[src/rtl/loa_pipe_adder_if.sv]
// loa_pipe_adder_if: handshake bundle for the pipelined LOA adder.
//   in_valid/in_ready   : input beat handshake (operands, carry-in, approximation level)
//   in_a, in_b          : WIDTH-bit operands
//   in_cin              : carry-in, only meaningful when the approximation level is 0
//   approx_bits         : number of low bits computed with OR instead of add
//   out_valid/out_ready : result handshake
//   out_sum, out_cout   : WIDTH-bit result and carry-out
// The master modport drives beats and consumes results; the adder uses the slave modport.
interface loa_pipe_adder_if #(
    parameter int unsigned WIDTH = 32,
    parameter int unsigned KW    = $clog2(WIDTH + 1)
);
    logic             in_valid;
    logic             in_ready;
    logic [WIDTH-1:0] in_a;
    logic [WIDTH-1:0] in_b;
    logic             in_cin;
    logic [KW-1:0]    approx_bits;
    logic             out_valid;
    logic             out_ready;
    logic [WIDTH-1:0] out_sum;
    logic             out_cout;

    modport master (
        output in_valid, in_a, in_b, in_cin, approx_bits, out_ready,
        input  in_ready, out_valid, out_sum, out_cout
    );

    modport slave (
        input  in_valid, in_a, in_b, in_cin, approx_bits, out_ready,
        output in_ready, out_valid, out_sum, out_cout
    );
endinterface

[src/rtl/loa_pipe_adder.sv]
// loa_pipe_adder: pipelined lower-part-OR approximate adder.
// Adds two WIDTH-bit operands in SEG-bit ripple segments, one segment per stage, giving
// NSEG = WIDTH/SEG cycles of latency and one result per cycle. The low k bits of each beat
// are ORed; the carry into bit k is a[k-1] & b[k-1]; k = 0 gives an exact add with in_cin.
// Ports:
//   clk : rising-edge clock
//   rst : synchronous active-high reset, discards every in-flight beat
//   bus : loa_pipe_adder_if slave modport (valid/ready in, valid/ready out)
module loa_pipe_adder #(
    parameter int unsigned WIDTH = 32,
    parameter int unsigned SEG   = 8,
    parameter int unsigned KW    = $clog2(WIDTH + 1)
) (
    input logic             clk,
    input logic             rst,
    loa_pipe_adder_if.slave bus
);
    localparam int unsigned NSEG = WIDTH / SEG;

    if (WIDTH % SEG != 0) begin : g_bad_seg
        $error("loa_pipe_adder: WIDTH must be a multiple of SEG");
    end

    // Per-stage registers. a/b skew registers carry operands of segments not yet added,
    // sum_q accumulates segments already resolved.
    logic [NSEG-1:0]  valid_q;
    logic [NSEG-1:0]  carry_q;
    logic [KW-1:0]    k_q   [NSEG];
    logic [WIDTH-1:0] a_q   [NSEG];
    logic [WIDTH-1:0] b_q   [NSEG];
    logic [WIDTH-1:0] sum_q [NSEG];

    // Stage input chain: index 0 is the input port, index s+1 is the output of stage s.
    logic [NSEG:0]    v_c;
    logic [NSEG:0]    c_c;
    logic [KW-1:0]    k_c   [NSEG+1];
    logic [WIDTH-1:0] a_c   [NSEG+1];
    logic [WIDTH-1:0] b_c   [NSEG+1];
    logic [WIDTH-1:0] s_c   [NSEG+1];

    logic [NSEG-1:0]  carry_d;
    logic [WIDTH-1:0] sum_d [NSEG];

    logic             stall;
    logic [KW-1:0]    k_eff;

    assign k_eff = (bus.approx_bits > KW'(WIDTH)) ? KW'(WIDTH) : bus.approx_bits;

    assign stall        = valid_q[NSEG-1] & ~bus.out_ready;
    assign bus.in_ready = ~stall;

    always_comb begin
        logic c;
        logic ai;
        logic bi;
        v_c[0] = bus.in_valid;
        c_c[0] = bus.in_cin;
        k_c[0] = k_eff;
        a_c[0] = bus.in_a;
        b_c[0] = bus.in_b;
        s_c[0] = '0;
        for (int s = 0; s < NSEG; s++) begin
            v_c[s+1] = valid_q[s];
            c_c[s+1] = carry_q[s];
            k_c[s+1] = k_q[s];
            a_c[s+1] = a_q[s];
            b_c[s+1] = b_q[s];
            s_c[s+1] = sum_q[s];
        end

        for (int s = 0; s < NSEG; s++) begin
            c        = c_c[s];
            sum_d[s] = s_c[s];
            for (int j = 0; j < SEG; j++) begin
                ai = a_c[s][s*SEG + j];
                bi = b_c[s][s*SEG + j];
                if (KW'(s*SEG + j) < k_c[s]) begin
                    // Approximate region; the generate term becomes the carry into bit k.
                    sum_d[s][s*SEG + j] = ai | bi;
                    c                   = ai & bi;
                end else begin
                    sum_d[s][s*SEG + j] = ai ^ bi ^ c;
                    c                   = (ai & bi) | (c & (ai ^ bi));
                end
            end
            carry_d[s] = c;
        end
    end

    always_ff @(posedge clk) begin
        if (rst) begin
            valid_q <= '0;
            carry_q <= '0;
            for (int s = 0; s < NSEG; s++) begin
                k_q[s]   <= '0;
                a_q[s]   <= '0;
                b_q[s]   <= '0;
                sum_q[s] <= '0;
            end
        end else if (!stall) begin
            // Whole pipeline shifts together; bubbles advance like beats.
            for (int s = 0; s < NSEG; s++) begin
                valid_q[s] <= v_c[s];
                carry_q[s] <= carry_d[s];
                k_q[s]     <= k_c[s];
                a_q[s]     <= a_c[s];
                b_q[s]     <= b_c[s];
                sum_q[s]   <= sum_d[s];
            end
        end
    end

    assign bus.out_valid = valid_q[NSEG-1];
    assign bus.out_sum   = sum_q[NSEG-1];
    assign bus.out_cout  = carry_q[NSEG-1];
endmodule

[src/flat_wrapper.sv]
// flat-port wrapper written by rule: the top's interface ports become plain ports
module loa_pipe_adder_flat 
#(
    parameter int unsigned WIDTH = 32,
    parameter int unsigned SEG   = 8,
    parameter int unsigned KW    = $clog2(WIDTH + 1)
)
  (clk, rst, bus_in_valid, bus_in_a, bus_in_b, bus_in_cin, bus_approx_bits, bus_out_ready, bus_in_ready, bus_out_valid, bus_out_sum, bus_out_cout);
  loa_pipe_adder_if #(.WIDTH(WIDTH), .KW(KW)) bus_i ();
  input logic clk;
  input logic rst;
  input wire logic [$bits(bus_i.in_valid)-1:0] bus_in_valid;
  input wire logic [$bits(bus_i.in_a)-1:0] bus_in_a;
  input wire logic [$bits(bus_i.in_b)-1:0] bus_in_b;
  input wire logic [$bits(bus_i.in_cin)-1:0] bus_in_cin;
  input wire logic [$bits(bus_i.approx_bits)-1:0] bus_approx_bits;
  input wire logic [$bits(bus_i.out_ready)-1:0] bus_out_ready;
  output wire logic [$bits(bus_i.in_ready)-1:0] bus_in_ready;
  output wire logic [$bits(bus_i.out_valid)-1:0] bus_out_valid;
  output wire logic [$bits(bus_i.out_sum)-1:0] bus_out_sum;
  output wire logic [$bits(bus_i.out_cout)-1:0] bus_out_cout;
  assign bus_i.in_valid = bus_in_valid;
  assign bus_i.in_a = bus_in_a;
  assign bus_i.in_b = bus_in_b;
  assign bus_i.in_cin = bus_in_cin;
  assign bus_i.approx_bits = bus_approx_bits;
  assign bus_i.out_ready = bus_out_ready;
  assign bus_in_ready = bus_i.in_ready;
  assign bus_out_valid = bus_i.out_valid;
  assign bus_out_sum = bus_i.out_sum;
  assign bus_out_cout = bus_i.out_cout;
  loa_pipe_adder #(.WIDTH(WIDTH), .SEG(SEG), .KW(KW)) u_core (.clk(clk), .rst(rst), .bus(bus_i));
endmodule
[config.mk]
export PLATFORM = sky130hd
export DESIGN_NAME = loa_pipe_adder_flat
export DESIGN_NICKNAME = d
export VERILOG_FILES = /design/src/rtl/loa_pipe_adder_if.sv /design/src/rtl/loa_pipe_adder.sv /design/src/flat_wrapper.sv
export SDC_FILE = /design/constraint.sdc
export NUM_CORES = 1
export LEC_CHECK = 0
export CORE_MARGIN = 2
export CORE_UTILIZATION = 57
export DETAILED_ROUTE_END_ITERATION = 7
export PLACE_DENSITY = 0.8
export RECOVER_POWER = 100
export SYNTH_ARGS = -nofsm -noshare
export SYNTH_HDL_FRONTEND = slang
export SYNTH_SLANG_ARGS = --single-unit
[constraint.sdc]
create_clock -name clk -period 8.1 [get_ports clk]
set_input_delay 0.81 -clock clk [delete_from_list [all_inputs] [get_ports clk]]
set_output_delay 0.81 -clock clk [all_outputs]
set_load 0.1 [all_outputs]
Word-level counts from Yosys, hierarchy flattened:

Memory sizes are Yosys's and may differ from the RTL's.
Index checks and enable logic that the tools add are counted.

* register bits after elaboration: 8
* RAM bits: 408
* bits of input ports: 75
* output and inout port bits: 35
* logic and storage cells: 336
* memories kept: 4

Memory list
* u_core.a_q: words 4, width 32, read ports 3, clocked after memory_dff 0, write ports 4, RTL line loa_pipe_adder.sv:29 `logic [WIDTH-1:0] a_q [NSEG];`
* u_core.b_q: words 4, width 32, read ports 3, clocked after memory_dff 0, write ports 4, RTL line loa_pipe_adder.sv:30 `logic [WIDTH-1:0] b_q [NSEG];`
* u_core.sum_q: words 4, width 32, read ports 4, clocked after memory_dff 0, write ports 4, RTL line loa_pipe_adder.sv:31 `logic [WIDTH-1:0] sum_q [NSEG];`
* u_core.k_q: words 4, width 6, read ports 3, clocked after memory_dff 0, write ports 4, RTL line loa_pipe_adder.sv:28 `logic [KW-1:0] k_q [NSEG];`

* magnitude comparators: 33
* muxes and demuxes: 86
* bitwise logic cells: 211

Operators by type and width (count)
* $mux 32: 12
* $lt 5x6->1 const A: 16
* $or 1x1->1: 80
* $mux 1: 69
* $and 1x1->1: 65
* $xor 1x1->1: 64
* $lt 4x6->1 const A: 8
* $mux 6: 5
* $lt 3x6->1 const A: 4
* $lt 1x6->1 const A: 2
* $lt 2x6->1 const A: 2
* $gt 6x6->1 const B: 1
* $not 1->1: 2

Depth between registers and ports, before layout:

An unclocked memory read counts as a cell.

* depth after elaboration: 26
* gate-level depth with buffers: 20
* gate-level depth less buffers: 19

Worst setup path before layout:

Ideal clock, no wire load.

* path kind: register to register
* start point: register u_core.valid_q[3]
* end point: memory u_core.a_q[0][10] (enable)
* library setup time: 1.548 ns
* data arrival time: 4.697 ns
* data required time: 6.552 ns
* setup slack: 1.855 ns
* stages on the path, launching flop included: 4
* buffers on the path: 1
* clock period less this slack: 6.245 ns
* path through: dfxtp_1 -> nor2b_1 -> clkbuf_1 -> nand2_1

RTL lines
* from (decl): RTL line loa_pipe_adder.sv:26 `logic [NSEG-1:0] valid_q;`
* from (signal, indexed assignment): RTL line loa_pipe_adder.sv:103 `valid_q[s] <= v_c[s];`
* to (decl): RTL line loa_pipe_adder.sv:29

==> flow_summary.ini <==
[status]
status = finished, violations left
violations = max-capacitance violations, max-slew violations

[worst_setup_path]
cp-start-kind = flip-flop
cp_data_required_time_ns = 8.40
crit_fanout = 8
path_common_cell = fa_1
slowest_stage = or4_1
reg2reg_from = u_core.k_q[0][9]$_SDFFCE_PN0P_
max_stage_delay_ns = 0.55
worst_ep_arrival_time_ns = 6.76
critPathLaunch = u_core.k_q[0][9]$_SDFFCE_PN0P_
crit_type = reg -> reg
critPathBufInv = 0
cp-end-kind = flip-flop
cp_top_family = adder cells
crit_chain = or4_1 > a21oi_1 > mux2i_1 > fa_1 > mux2_2 > fa_1 > mux2_1 > fa_1 > mux2_1 > fa_1 > mux2_2 > fa_1 > mux2_1 > fa_1 > mux2_1 > fa_1 > nor2_1 > a211oi_1

[sta]
max-slew-margin-rel = -0.883
skew_ns = 0.0191
tightest_slew_ns = 2.82
period_minus_slack_ns = 6.46
fin_crit_sh = 0.797
rsz0062_at_grt = false
finalSetupTns_ns = 0
fmax_ghz = 0.155
drv_slew = 280
hold_viol = 0
finalSetupViolCount = 0

[cts]
cts_setup_buffers = 0
cts_tree = done
clk_pin_slew_worst_paths_ns = 0.07
post_cts_resize_count = 0
cts_buffers = 22
clockBufferDepth = 3
clk_latency_ns = 0.50
hold_buffers = 0
cts_sinks = 202
cts-root-buf = clkbuf_16
htree_levels = 1

[yosys]
synth.top_cell.area_share = 0.570
yosys.cell_types.count = 45
yosys_warnings = 0
synthTopCellsByArea = edfxtp_1 57%, and3_1 9.9%, ha_1 7.8%
seq_area_frac_synth = 0.586
ys_ff_latch = 202
async_flop_share = 0
yosys.area_share.simple = 0.141
synth_fp_nets = 944
synthXorXnorAreaFrac = 0
synth_edf_count = 194
synth-compound-area-share = 0.0460
syn-cell-area_mm2 = 0.0102
synth.most_common_cell = edfxtp_1
synth_top_family_by_area = simple AND/OR/NAND/NOR gates
avgSynthCellArea_um2 = 13.2
synth_top_flop_cell = edfxtp_1
synth_common_cells = 194 x edfxtp_1, 161 x and3_1, 74 x inv_1
synthCells = 773
synthMuxAreaShare = 0.0410
synth_fa_ha_area_frac = 0.141
yosysTopAreaCell = edfxtp_1

[power_and_ir_drop]
p_per_area_mw_per_mm2 = 205
ir_drop_mv = 0.165
p_leak_uw = 0.00576

[hold_path]
worstHoldStart = u_core.valid_q[2]$_SDFFE_PP0N_
min_path_type = reg -> reg

[floorplanning]
die_area_mm2 = 0.0190
ios = 110
die_w_um = 138
die_y_um = 138
core_area_mm2 = 0.0174
start_util = 0.587
rows = 48

[placed_design]
place_hpwl_um = 12000
portBuffers = 109
gp_congestion = 0.880

[global_route]
grt_pass1_wl_um = 30200
antenna_found_initial = 0
globalRouteTotalUtil = 0.204
grt.overflow.total = 0
first_global_vias = 6134
grt_max_degree = 131

[detailed_routing]
num_vias = 6205
ant_nets = 0
routed_wl_um = 19100
viasPerCell = 5.62
remaining_drc_errors = 0
first_pass_iters = 5
avgRoutedWirePerCell_um = 17.3
drt-initial-drc-count = 420

[cells_and_area]
diodes = 0
num-fill-cells = 1169
area.growth.synth_to_final_pct = 19.0
fin_nets = 1035
layout-drive-gt1-share = 0.0580
final_util = 0.698

[job]
max_cap_viol_count = 3
## worst paths after layout
path                                       end  slack (ns)  depth (start not counted)
max          u_core.sum_q[0][87]$_SDFFCE_PN0P_        1.64                         18
min             u_core.valid_q[2]$_SDFFE_PP0N_        0.45                          2
max reg2reg  u_core.sum_q[0][87]$_SDFFCE_PN0P_        1.64                         18
min reg2reg     u_core.valid_q[2]$_SDFFE_PP0N_        0.45                          2
## final cells by class
class / count / area [um2] / share of cell area
sequential: 202 / 5990 / 0.492
tap: 225 / 282 / 0.0232
inverter: 74 / 280 / 0.0231
clock inverter: 10 / 121 / 0.00998
timing repair buffer: 114 / 1120 / 0.0920
clock buffer: 30 / 602 / 0.0495
multi-input combinational: 450 / 3770 / 0.310
## stage by stage
stage | total power (uW) | hold WS [ns] | cells | area [um2] | setup WS, ns
2_1_floorplan | 1420 | 0.432 | 773 | 10200 | 1.86
3_3_place_gp | 1500 | 0.441 | 1065 | 11500 | 1.69
3_5_place_dp | 1520 | 0.446 | 1065 | 11500 | 1.54
4_1_cts | 2520 | 0.452 | 1105 | 12200 | 1.86
5_1_grt | 2580 | 0.476 | 1105 | 12200 | 1.19
6_report | 2500 | 0.449 | 1105 | 12200 | 1.64
## layout by cell type (no fill, tap or decap), types with 13 or more instances in the layout
cell type | synthesis | routed
a21oi_1 | 15 | 15
dlygate4sd3_1 | 0 | 38
mux2_2 | 22 | 13
edfxtp_1 | 194 | 194
nand2_1 | 20 | 20
clkbuf_16 | 0 | 23
nor2_1 | 21 | 21
and3_1 | 161 | 161
mux2i_1 | 16 | 16
fa_1 | 32 | 32
clkdlybuf4s50_1 | 0 | 71
ha_1 | 64 | 64
inv_1 | 74 | 72
## where the power goes
part,switching (uW),internal (uW)
combinational,157,102
sequential,29.7,1210
clock,386,614
total,572,1920
## worst register-to-register path, stage by stage, from the launching register on
cell	delay, ns
edfxtp_1	0.49
or4_1	0.55
a21oi_1	0.25
mux2i_1	0.13
fa_1	0.37
mux2_2	0.28
fa_1	0.36
mux2_1	0.33
fa_1	0.36
mux2_1	0.33
fa_1	0.36
mux2_2	0.29
fa_1	0.38
mux2_1	0.34
fa_1	0.38
mux2_1	0.33
fa_1	0.48
nor2_1	0.04
a211oi_1	0.20
## cell families after synthesis
group,Yosys count
buffers and inverters,121
AOI/OAI and AO/OA,66
adders and majority gates,96
and+or+nand+nor,249
DFF,202
muxes,39
## flip-flops by register name, summed over array words and instances (netlist names)
name	flops
u_core.sum_q	80
u_core.a_q	48
u_core.b_q	48
u_core.k_q	18
u_core.carry_q	4
u_core.valid_q	4
## layer usage
layer  GRT usage  wire length, um  vias up  part of all wire
met2       0.365             9970      181              0.52
met3      0.0303              874       45             0.046
met4      0.0675              482        0             0.025
met5           0                0        -                 0
met1       0.256             7820     3007              0.41
li1            -                -     2972                 -
Note: power is estimated with default switching activity, not from simulation.
